$ cat src/rtl/lsu_mem_master.sv
// lsu_mem_master: load/store initiator for the data port of the unified memory.
// Takes one byte/half/word request at a time, issues word-wide memory accesses,
// performs read-modify-write for sub-word stores and returns sign/zero-extended
// load data. Misaligned or illegal-size requests are answered with resp_err
// without touching memory.
//
// Ports:
//   clk, Clear        clock (rising edge), asynchronous active-high reset
//   req_*             request channel; accepted when req_valid & req_ready
//   resp_*            one-cycle completion pulse with error flag and load data
//   R_W_Addr, DataWrite, Op2En, Op2RW, DataRead   memory data port
//   ld_cnt, st_cnt, err_cnt   saturating completion counters (LSU_STATS_EN only)
//
// Optional feature macro: LSU_STATS_EN.
module lsu_mem_master #(
  parameter int MEM_LATENCY = 1,
  parameter int ADDR_W      = 32
) (
  input  logic              clk,
  input  logic              Clear,
  input  logic              req_valid,
  output logic              req_ready,
  input  logic              req_write,
  input  logic [1:0]        req_size,
  input  logic              req_signed,
  input  logic [ADDR_W-1:0] req_addr,
  input  logic [31:0]       req_wdata,
  output logic              resp_valid,
  output logic              resp_err,
  output logic [31:0]       resp_rdata,
  output logic [ADDR_W-1:0] R_W_Addr,
  output logic [31:0]       DataWrite,
  output logic              Op2En,
  output logic              Op2RW,
  input  logic [31:0]       DataRead
`ifdef LSU_STATS_EN
  ,
  output logic [15:0]       ld_cnt,
  output logic [15:0]       st_cnt,
  output logic [15:0]       err_cnt
`endif
);

  localparam int CNT_W = $clog2(MEM_LATENCY + 1);

  typedef enum logic [2:0] {IDLE, RD, WAIT, MERGE, WR, RESP, ERR} state_t;

  state_t              state_q, state_d;
  logic [CNT_W-1:0]    cnt_q, cnt_d;
  logic                ready_q, ready_d;
  logic                rvalid_q, rvalid_d;
  logic                rerr_q, rerr_d;
  logic [31:0]         rdata_q, rdata_d;
  logic [ADDR_W-1:0]   addr_q, addr_d;
  logic [31:0]         dwrite_q, dwrite_d;
  logic                en_q, en_d;
  logic                rw_q, rw_d;

  // Request fields latched at acceptance, plus the word sampled for RMW.
  logic                wr_q;
  logic [1:0]          size_q;
  logic                sgn_q;
  logic [1:0]          lane_q;
  logic [31:0]         wdata_q;
  logic [31:0]         word_q;

  logic                accept;
  logic                last_wait;

  assign accept    = req_valid & ready_q;
  assign last_wait = (state_q == WAIT) && (cnt_q == CNT_W'(1));

  function automatic logic misaligned(input logic [1:0] sz, input logic [1:0] a);
    case (sz)
      2'd0:    misaligned = 1'b0;
      2'd1:    misaligned = a[0];
      2'd2:    misaligned = (a != 2'b00);
      default: misaligned = 1'b1;
    endcase
  endfunction

  function automatic logic [31:0] extract(input logic [31:0] w, input logic [1:0] sz,
                                          input logic [1:0] lane, input logic sg);
    logic [7:0]  b;
    logic [15:0] h;
    b = w[{lane, 3'b000} +: 8];
    h = lane[1] ? w[31:16] : w[15:0];
    case (sz)
      2'd0:    extract = {{24{sg & b[7]}}, b};
      2'd1:    extract = {{16{sg & h[15]}}, h};
      default: extract = w;
    endcase
  endfunction

  function automatic logic [31:0] merge(input logic [31:0] w, input logic [31:0] d,
                                        input logic [1:0] sz, input logic [1:0] lane);
    logic [31:0] m;
    m = w;
    if (sz == 2'd0) begin
      m[{lane, 3'b000} +: 8] = d[7:0];
    end else if (lane[1]) begin
      m[31:16] = d[15:0];
    end else begin
      m[15:0] = d[15:0];
    end
    merge = m;
  endfunction

  always_comb begin
    state_d = state_q;
    cnt_d   = cnt_q;
    rdata_d = '0;
    case (state_q)
      IDLE: begin
        if (accept) begin
          if (misaligned(req_size, req_addr[1:0]))   state_d = ERR;
          else if (req_write && req_size == 2'd2)   state_d = WR;
          else                                      state_d = RD;
        end
      end
      RD: begin
        state_d = WAIT;
        cnt_d   = CNT_W'(MEM_LATENCY);
      end
      WAIT: begin
        cnt_d = cnt_q - CNT_W'(1);
        if (last_wait) begin
          if (wr_q) begin
            state_d = MERGE;
          end else begin
            state_d = RESP;
            rdata_d = extract(DataRead, size_q, lane_q, sgn_q);
          end
        end
      end
      MERGE:   state_d = WR;
      WR:      state_d = RESP;
      RESP:    state_d = IDLE;
      ERR:     state_d = IDLE;
      default: state_d = IDLE;
    endcase

    // Every output is registered, so it is derived from the state being entered.
    ready_d  = (state_d == IDLE);
    en_d     = (state_d == RD) || (state_d == WR);
    rw_d     = (state_d == WR);
    rvalid_d = (state_d == RESP) || (state_d == ERR);
    rerr_d   = (state_d == ERR);

    if (state_d == IDLE)  addr_d = '0;
    else if (accept)      addr_d = {req_addr[ADDR_W-1:2], 2'b00};
    else                  addr_d = addr_q;

    // A WR entered from MERGE writes the merged word; from IDLE it is a word store.
    if (state_d != WR)          dwrite_d = '0;
    else if (state_q == MERGE)  dwrite_d = merge(word_q, wdata_q, size_q, lane_q);
    else                        dwrite_d = req_wdata;
  end

  always_ff @(posedge clk or posedge Clear) begin
    if (Clear) begin
      state_q  <= IDLE;
      cnt_q    <= '0;
      ready_q  <= 1'b1;
      rvalid_q <= 1'b0;
      rerr_q   <= 1'b0;
      rdata_q  <= '0;
      addr_q   <= '0;
      dwrite_q <= '0;
      en_q     <= 1'b0;
      rw_q     <= 1'b0;
    end else begin
      state_q  <= state_d;
      cnt_q    <= cnt_d;
      ready_q  <= ready_d;
      rvalid_q <= rvalid_d;
      rerr_q   <= rerr_d;
      rdata_q  <= rdata_d;
      addr_q   <= addr_d;
      dwrite_q <= dwrite_d;
      en_q     <= en_d;
      rw_q     <= rw_d;
    end
  end

  always_ff @(posedge clk) begin
    if (accept) begin
      wr_q    <= req_write;
      size_q  <= req_size;
      sgn_q   <= req_signed;
      lane_q  <= req_addr[1:0];
      wdata_q <= req_wdata;
    end
    if (last_wait) begin
      word_q <= DataRead;
    end
  end

`ifdef LSU_STATS_EN
  logic [15:0] ld_q, st_q, err_q;

  always_ff @(posedge clk or posedge Clear) begin
    if (Clear) begin
      ld_q  <= '0;
      st_q  <= '0;
      err_q <= '0;
    end else begin
      if (state_q == RESP && !wr_q && ld_q != 16'hFFFF)  ld_q  <= ld_q + 16'd1;
      if (state_q == RESP && wr_q && st_q != 16'hFFFF)   st_q  <= st_q + 16'd1;
      if (state_q == ERR && err_q != 16'hFFFF)           err_q <= err_q + 16'd1;
    end
  end

  assign ld_cnt  = ld_q;
  assign st_cnt  = st_q;
  assign err_cnt = err_q;
`endif

  assign req_ready  = ready_q;
  assign resp_valid = rvalid_q;
  assign resp_err   = rerr_q;
  assign resp_rdata = rdata_q;
  assign R_W_Addr   = addr_q;
  assign DataWrite  = dwrite_q;
  assign Op2En      = en_q;
  assign Op2RW      = rw_q;

endmodule

$ cat config.mk
export PLATFORM = sky130hd
export DESIGN_NAME = lsu_mem_master
export DESIGN_NICKNAME = d
export VERILOG_FILES = /design/src/rtl/lsu_mem_master.sv
export SDC_FILE = /design/constraint.sdc
export NUM_CORES = 1
export LEC_CHECK = 0
export CAP_MARGIN = 15
export CORE_ASPECT_RATIO = 0.7
export CORE_UTILIZATION = 42
export DETAILED_ROUTE_END_ITERATION = 8
export GPL_ROUTABILITY_DRIVEN = 0
export GPL_TIMING_DRIVEN = 1
export MAX_ROUTING_LAYER = met4
export PLACE_DENSITY = 0.76
export SYNTH_ARGS = -nofsm -noshare
export SYNTH_HDL_FRONTEND = slang
export SYNTH_SLANG_ARGS = --single-unit
$ cat constraint.sdc
create_clock -name clk -period 3.15 [get_ports clk]
set_input_delay 0.63 -clock clk [delete_from_list [all_inputs] [get_ports clk]]
set_output_delay 0.63 -clock clk [all_outputs]
set_load 0.1 [all_outputs]
==> flow_metrics.env <==
export IMPL_avgSynthCellArea_sq_um=11.4
export IMPL_htreeDepth=4
export IMPL_fin_crit_sh=0.753
export IMPL_slew_violations=0
export IMPL_finalPower_mw=10.4
export IMPL_instances_no_fill=990
export IMPL_cts_setup_buffers=0
export IMPL_path_buf_inv=2
export IMPL_rrSetupSlack_ns=0.78
export IMPL_synthTopCellsByArea="dfrtp_1, edfxtp_1, a221oi_1"
export IMPL_final_cell_area_sq_um=9230
export IMPL_r2r_start="lane_q[0]"
export IMPL_finalSetupViolations=0
export IMPL_crit_family="flip-flops"
export IMPL_dp_cells=958
export IMPL_leakagePower_nw=4.10
export IMPL_hold_class="reg -> reg"
export IMPL_hp_start="R_W_Addr[20]"
export IMPL_synth_seq_cells=157
export IMPL_synth_area_sq_um=6630
export IMPL_grt_pass1_wl_mm=28.9
export IMPL_drtAntennaViolNets=0
export IMPL_grt_pass1_vias=5273
export IMPL_placed_area_sq_um=8590
export IMPL_cts_resized=0
export IMPL_startpoint_type="flip-flop"
export IMPL_irDropWorstVdd_uv=788
export IMPL_setup_tns_ns=0
export IMPL_final_nets=885
export IMPL_drc=8
export IMPL_ys_warn_count=0
export IMPL_ys_types=53
export IMPL_cp_slowest_cell="edfxtp_1"
export IMPL_wl_mm=18.8
export IMPL_track_usage=0.244
export IMPL_fp_row_count=38
export IMPL_synth_commonest_cells="dfrtp_1, nand2_1, a21oi_1"
export IMPL_vias=5472
export IMPL_fin_util=0.597
export IMPL_synth_flop_cell="dfrtp_1"
export IMPL_drive_gt1_frac=0.197
export IMPL_dp_hpwl_mm=13.7
export IMPL_synth_most_common_cell="dfrtp_1"
export IMPL_grt_overflow_total=0
export IMPL_clk_pin_slew_ns=0.06
export IMPL_tightest_slew_ns=0.673
export IMPL_whs_ns=0.527
export IMPL_cts_made_buffers=17
export IMPL_dr_pass1_iters=8
export IMPL_p_per_area_nw_per_um2=1120
export IMPL_synth_edf_count=54
export IMPL_drtIter0Drc=888
export IMPL_nFillCells=1214
export IMPL_crit_fanout=8
export IMPL_async_flop_share=0.656
export IMPL_dp_slack_ns=0.379
export IMPL_io_pins=204
export IMPL_setup_slack_ns=0.779
export IMPL_grt_max_degree=74
export IMPL_syn_instance_count=580
export IMPL_reg2reg_to="DataWrite[24]"
export IMPL_fmax_ghz=0.422
export IMPL_cpPeakStageDelay_ns=0.56
export IMPL_vias_per_cell=5.53
export IMPL_cap_violations=0
export IMPL_fp_dieArea_sq_um=16300
export IMPL_synth_top_area_share=0.385
export IMPL_required_ns=3.50
export IMPL_fp_dieW_um=152
export IMPL_holdPathStages=2
export IMPL_io_buffers=201
export IMPL_status="finished, violations left"
export IMPL_cts_tree="yes"
export IMPL_clockBufferDepth=2
export IMPL_grt_antenna_before_repair=0
export IMPL_area_delta_synth_final_pct=39.2
export IMPL_fin_skew_ns=0.00711
export IMPL_grt_setup_unrepaired="no"
export IMPL_core_area_sq_um=15500
export IMPL_cp_end_kind="flip-flop"
export IMPL_netlist_top_cell_by_area="dfrtp_1"
export IMPL_path_class="reg -> reg"
export IMPL_clock_sinks=157
export IMPL_relSlewSlack=0.552
export IMPL_min_to="R_W_Addr[20]"
export IMPL_violations="DRC"
export IMPL_start_util=0.429
export IMPL_cts_hold_buf=0
export IMPL_seq_area_frac_synth=0.634
export IMPL_crit_chain="inv_1, ha_1, nor4bb_1, buf_4, a221oi_1, a211oi_1, a21oi_1, nor2_1"
export IMPL_insertion_delay_ns=0.42
export IMPL_cts_root_buf="clkbuf_16"
export IMPL_die_h_um=107
export IMPL_ff2ff_path_depth=8
export IMPL_routedWlPerCell_um=18.9
export IMPL_finalCriticalPeriod_ns=2.37
export IMPL_diodes=0
export IMPL_arrival_ns=2.72
export IMPL_hold_violations=0
how the worst max path moves through the flow:
stage	from	cells past startpoint	slack, ns	to
floorplan	req_ready	3	0.71	lane_q[0]
global placement	req_size[0]	7	0.47	Op2En
detailed placement	req_size[0]	7	0.38	R_W_Addr[4]
CTS	lane_q[0]	6	0.79	DataWrite[2]
global route	lane_q[0]	8	0.60	DataWrite[24]
finish	lane_q[0]	8	0.78	DataWrite[24]
worst register-to-register path: stages (launching register included):
cell and delay [ns]:
edfxtp_1 0.56, inv_1 0.20, ha_1 0.38, nor4bb_1 0.29
buf_4 0.21, a221oi_1 0.10, a211oi_1 0.39, a21oi_1 0.07
nor2_1 0.09
cells in the final DEF (no fill, tap or decap), drive strengths merged, types with 27 or more instances in the layout:
| cell type | count |
|---|---|
| nand2 | 82 |
| a221oi | 40 |
| edfxtp | 54 |
| clkdlybuf4s50 | 102 |
| a21oi | 66 |
| nor2 | 51 |
| buf | 114 |
| clkbuf | 27 |
| inv | 33 |
| dfrtp | 102 |
cell families (layout without fill, tap and decap cells):
kind of cell    Yosys count  count (layout)  share of synthesized area
simple gates            170             170                      0.113
flops                   157             157                      0.634
compound gates          155             155                      0.165
buf+inv                  74             283                     0.0485
mux                      18              18                     0.0293
fa+ha+maj                 5               5                    0.00944
other cells               1               2                   0.000566
metal layers:
metal,global-route usage,part of all wire
met1,0.329,0.43
met2,0.348,0.46
met3,0.0647,0.087
met4,0.106,0.023
met5,-,0
area by class of cell:
cell class | count | area, sq um | area share
multi-input combinational | 350 | 2110 | 0.229
timing repair buffer | 216 | 1890 | 0.205
inverter | 35 | 135 | 0.0146
clock inverter | 5 | 97.6 | 0.0106
clock buffer | 27 | 546 | 0.0591
tap | 200 | 250 | 0.0271
sequential | 157 | 4200 | 0.455
sequential cells by signal (all words and copies together), names as in the netlist:
name,cells
word_q,32
sgn_q,1
Op2RW,1
resp_valid,1
Op2En,1
cnt_q,1
wdata_q,16
resp_rdata,32
DataWrite,32
wr_q,1
size_q,2
state_q,3
lane_q,2
R_W_Addr,30
req_ready,1
resp_err,1
power by group:
part	total [mW]	internal (mW)	switching [mW]	leakage (nW)
registers	3.04	2.70	0.344	1.90
clock network	2.20	1.42	0.773	0.313
logic	5.13	1.07	4.05	1.89
total	10.4	5.20	5.17	4.10
No activity file was read; power rests on OpenSTA's default activity.
==> edit (config.mk and constraints unchanged) <==
Add a define of `LSU_STATS_EN`.
--- a/src/rtl/lsu_mem_master.sv
+++ b/src/rtl/lsu_mem_master.sv
@@ -14,2 +14,4 @@
 // Optional feature macro: LSU_STATS_EN.
+`define LSU_STATS_EN
+
 module lsu_mem_master #(
Check against the original RTL (old outputs only; new: err_cnt, ld_cnt and st_cnt): equivalent (Yosys induction, for registers that start in step).
==> edit against the unedited design <==
- sequential share of layout area fell by 0.64 points
- via count rose by 32%
- cell area rose by 30%
- wire length rose by 36%
- power rose by 18%
- critical path depth fell by 1
- the flow now finishes without violations
- largest power group unchanged
- area after synthesis rose by 34%
- worst setup slack got worse by 0.15 ns
- sequential cell count rose by 48
- non-clock buffer count rose by 50
- global-route usage fell by 0.48 points
- synthesized cell count rose by 38%
==> edit: results (changes against the unedited design) <==
first-pass GRT wire length - 38.8 mm (+34%)
Initial DRT Pass Iterations - 5 (-3)
vias in the first global route - 6843 (+30%)
cells after synthesis - 799 (+38%)
Post-synth EDFFs - 54 (unchanged)
clk_lat worst skew - 0.50 ns (+0.08 ns)
Resized cells post-CTS - 0 (unchanged)
critical path arrival - 2.89 ns (+0.17 ns)
clk slew on worst S/H paths - 0.06 ns (about the same)
synth cell count leaders - dfrtp_1, nand2_1, a21oi_1, nor2_1, edfxtp_1
Slew headroom - 42.7% (-12 points)
largest net degree at the start of global routing - 61 (-18%)
First DRT Iteration DRCs - 603 (-32%)
final WL - 25.4 mm (+36%)
clk_skew - 0.00497 ns (-0.00214 ns)
Int Pwr - 6100 uW (+17%)
Root Driver - clkbuf_16
register area share after synthesis - 60.7% (-2.7 points)
layout cells sized above 1 - 20.4% (+0.67 points)
Total GRT Usage - 23.9% (-0.48 points)
delay of the slowest cell on the worst path - 0.70 ns (+0.14 ns)
r2r setup slk - 0.63 ns (-0.15 ns)
dpl hpwl - 18.2 mm (+33%)
outcome - finished clean
Leakage - 0.00544 uW (+33%)
htree depth - 1 (-3)
I/O Buffers - 249 (+24%)
crit-path leading delay family - compound AO/OA/AOI/OAI gates
vias - 7229 (+32%)
CP max stage cell - a41oi_1
Final #Nets - 1160 (+31%)
total CTS buffers - 22 (+5)
Yosys cell types - 59 (+11%)
CTS max path bufs - 3 (+1)
async set-reset flop share out of synthesis - 73.7% (+8.1 points)
synth top area cells - dfrtp_1, edfxtp_1, nand2_1
Peak VDD IR - 0.571 mV (-28%)
YS warnings - 0 (unchanged)
n_diodes - 0 (unchanged)
post-CTS setup buffers - 0 (unchanged)
hold_sp - err_cnt[8]$_DFFE_PP0P_
filler cell count - 1744 (+44%)
Hold Path Class - reg2reg
edit: cell count changes in the layout (fill, tap and decap cells not counted), sizes merged, moves of 9 or more:
cell    unedited run  this run
nor3              16        25
xor2               0        15
nand4              0        17
xnor2              0        24
dfrtp            102       150
nand2             82       101
clkbuf            27        37
and3               1        11
buf              114       164
a211oi            16        26
nand3              3        19
nor2b              3        13
nor2              51        67
edit: cell families (layout without fill, tap and decap cells):
kind of cell | after synthesis | after routing | share of synthesized area, %
other cells | 1 | 2 | 0.0421
mux | 24 | 24 | 2.94
fa+ha+maj | 8 | 8 | 1.12
xor+xnor | 39 | 39 | 3.84
flops | 205 | 205 | 60.7
simple gates | 270 | 270 | 14.3
compound gates | 171 | 171 | 13.0
buf+inv | 81 | 344 | 4.05
edit: metal layers:
metal | track usage, % | vias to the layer above | wire [um]
li1 | - | 3354 | -
met1 | 35.4 | 3514 | 11900
met2 | 32.4 | 317 | 10600
met3 | 5.59 | 44 | 2270
met4 | 6.52 | 0 | 669
met5 | - | - | 0
edit: final timing paths:
| kind | end | cells after the start |
|---|---|---|
| min | err_cnt[8]$_DFFE_PP0P_ | 1 |
| max | DataWrite[7]$_DFF_PP0_ | 7 |
| max in group asynchronous | resp_rdata[24]$_DFF_PP0_ | 3 |
| max reg2reg | DataWrite[7]$_DFF_PP0_ | 7 |
| min in group asynchronous | st_cnt[9]$_DFFE_PP0P_ | 2 |
| min reg2reg | err_cnt[8]$_DFFE_PP0P_ | 1 |
edit: worst reg2reg max path, stage by stage (launching register included):
cell	delay (ns)
edfxtp_1	0.55
inv_1	0.20
ha_1	0.39
nor2_1	0.06
a41oi_1	0.70
nor2b_1	0.11
a211oi_1	0.30
nor3_1	0.08
edit: cell type report:
cell class | count | share of cell area, %
Tap cell | 276 | 2.87
Multi-Input combinational cell | 514 | 26.1
Inverter | 40 | 1.29
Sequential cell | 205 | 44.9
Clock inverter | 1 | 0.0416
Clock buffer | 37 | 5.89
Timing Repair Buffer | 266 | 18.9
edit: power by group through the flow:
stage | clock network (uW) | logic [uW] | registers (uW)
2_1_floorplan | 0 | 1380 | 6960
3_3_place_gp | 0 | 5800 | 3810
3_5_place_dp | 0 | 5860 | 3830
4_1_cts | 2590 | 5880 | 3790
5_1_grt | 2720 | 6120 | 3870
6_report | 2540 | 5860 | 3800
edit: metrics by stage:
step / hold WS, ns / cells / area [um2] / setup slack [ns] / util, %
after floorplan: 0.516 / 800 / 8910 / 0.618 / -
after global placement: 0.490 / 1301 / 11300 / 0.492 / 54.6
after detailed placement: 0.489 / 1301 / 11300 / 0.406 / 54.6
after CTS: 0.497 / 1339 / 12000 / 0.635 / 58.0
after global routing: 0.533 / 1339 / 12000 / 0.470 / 58.0
final: 0.487 / 1339 / 12000 / 0.628 / 58.0
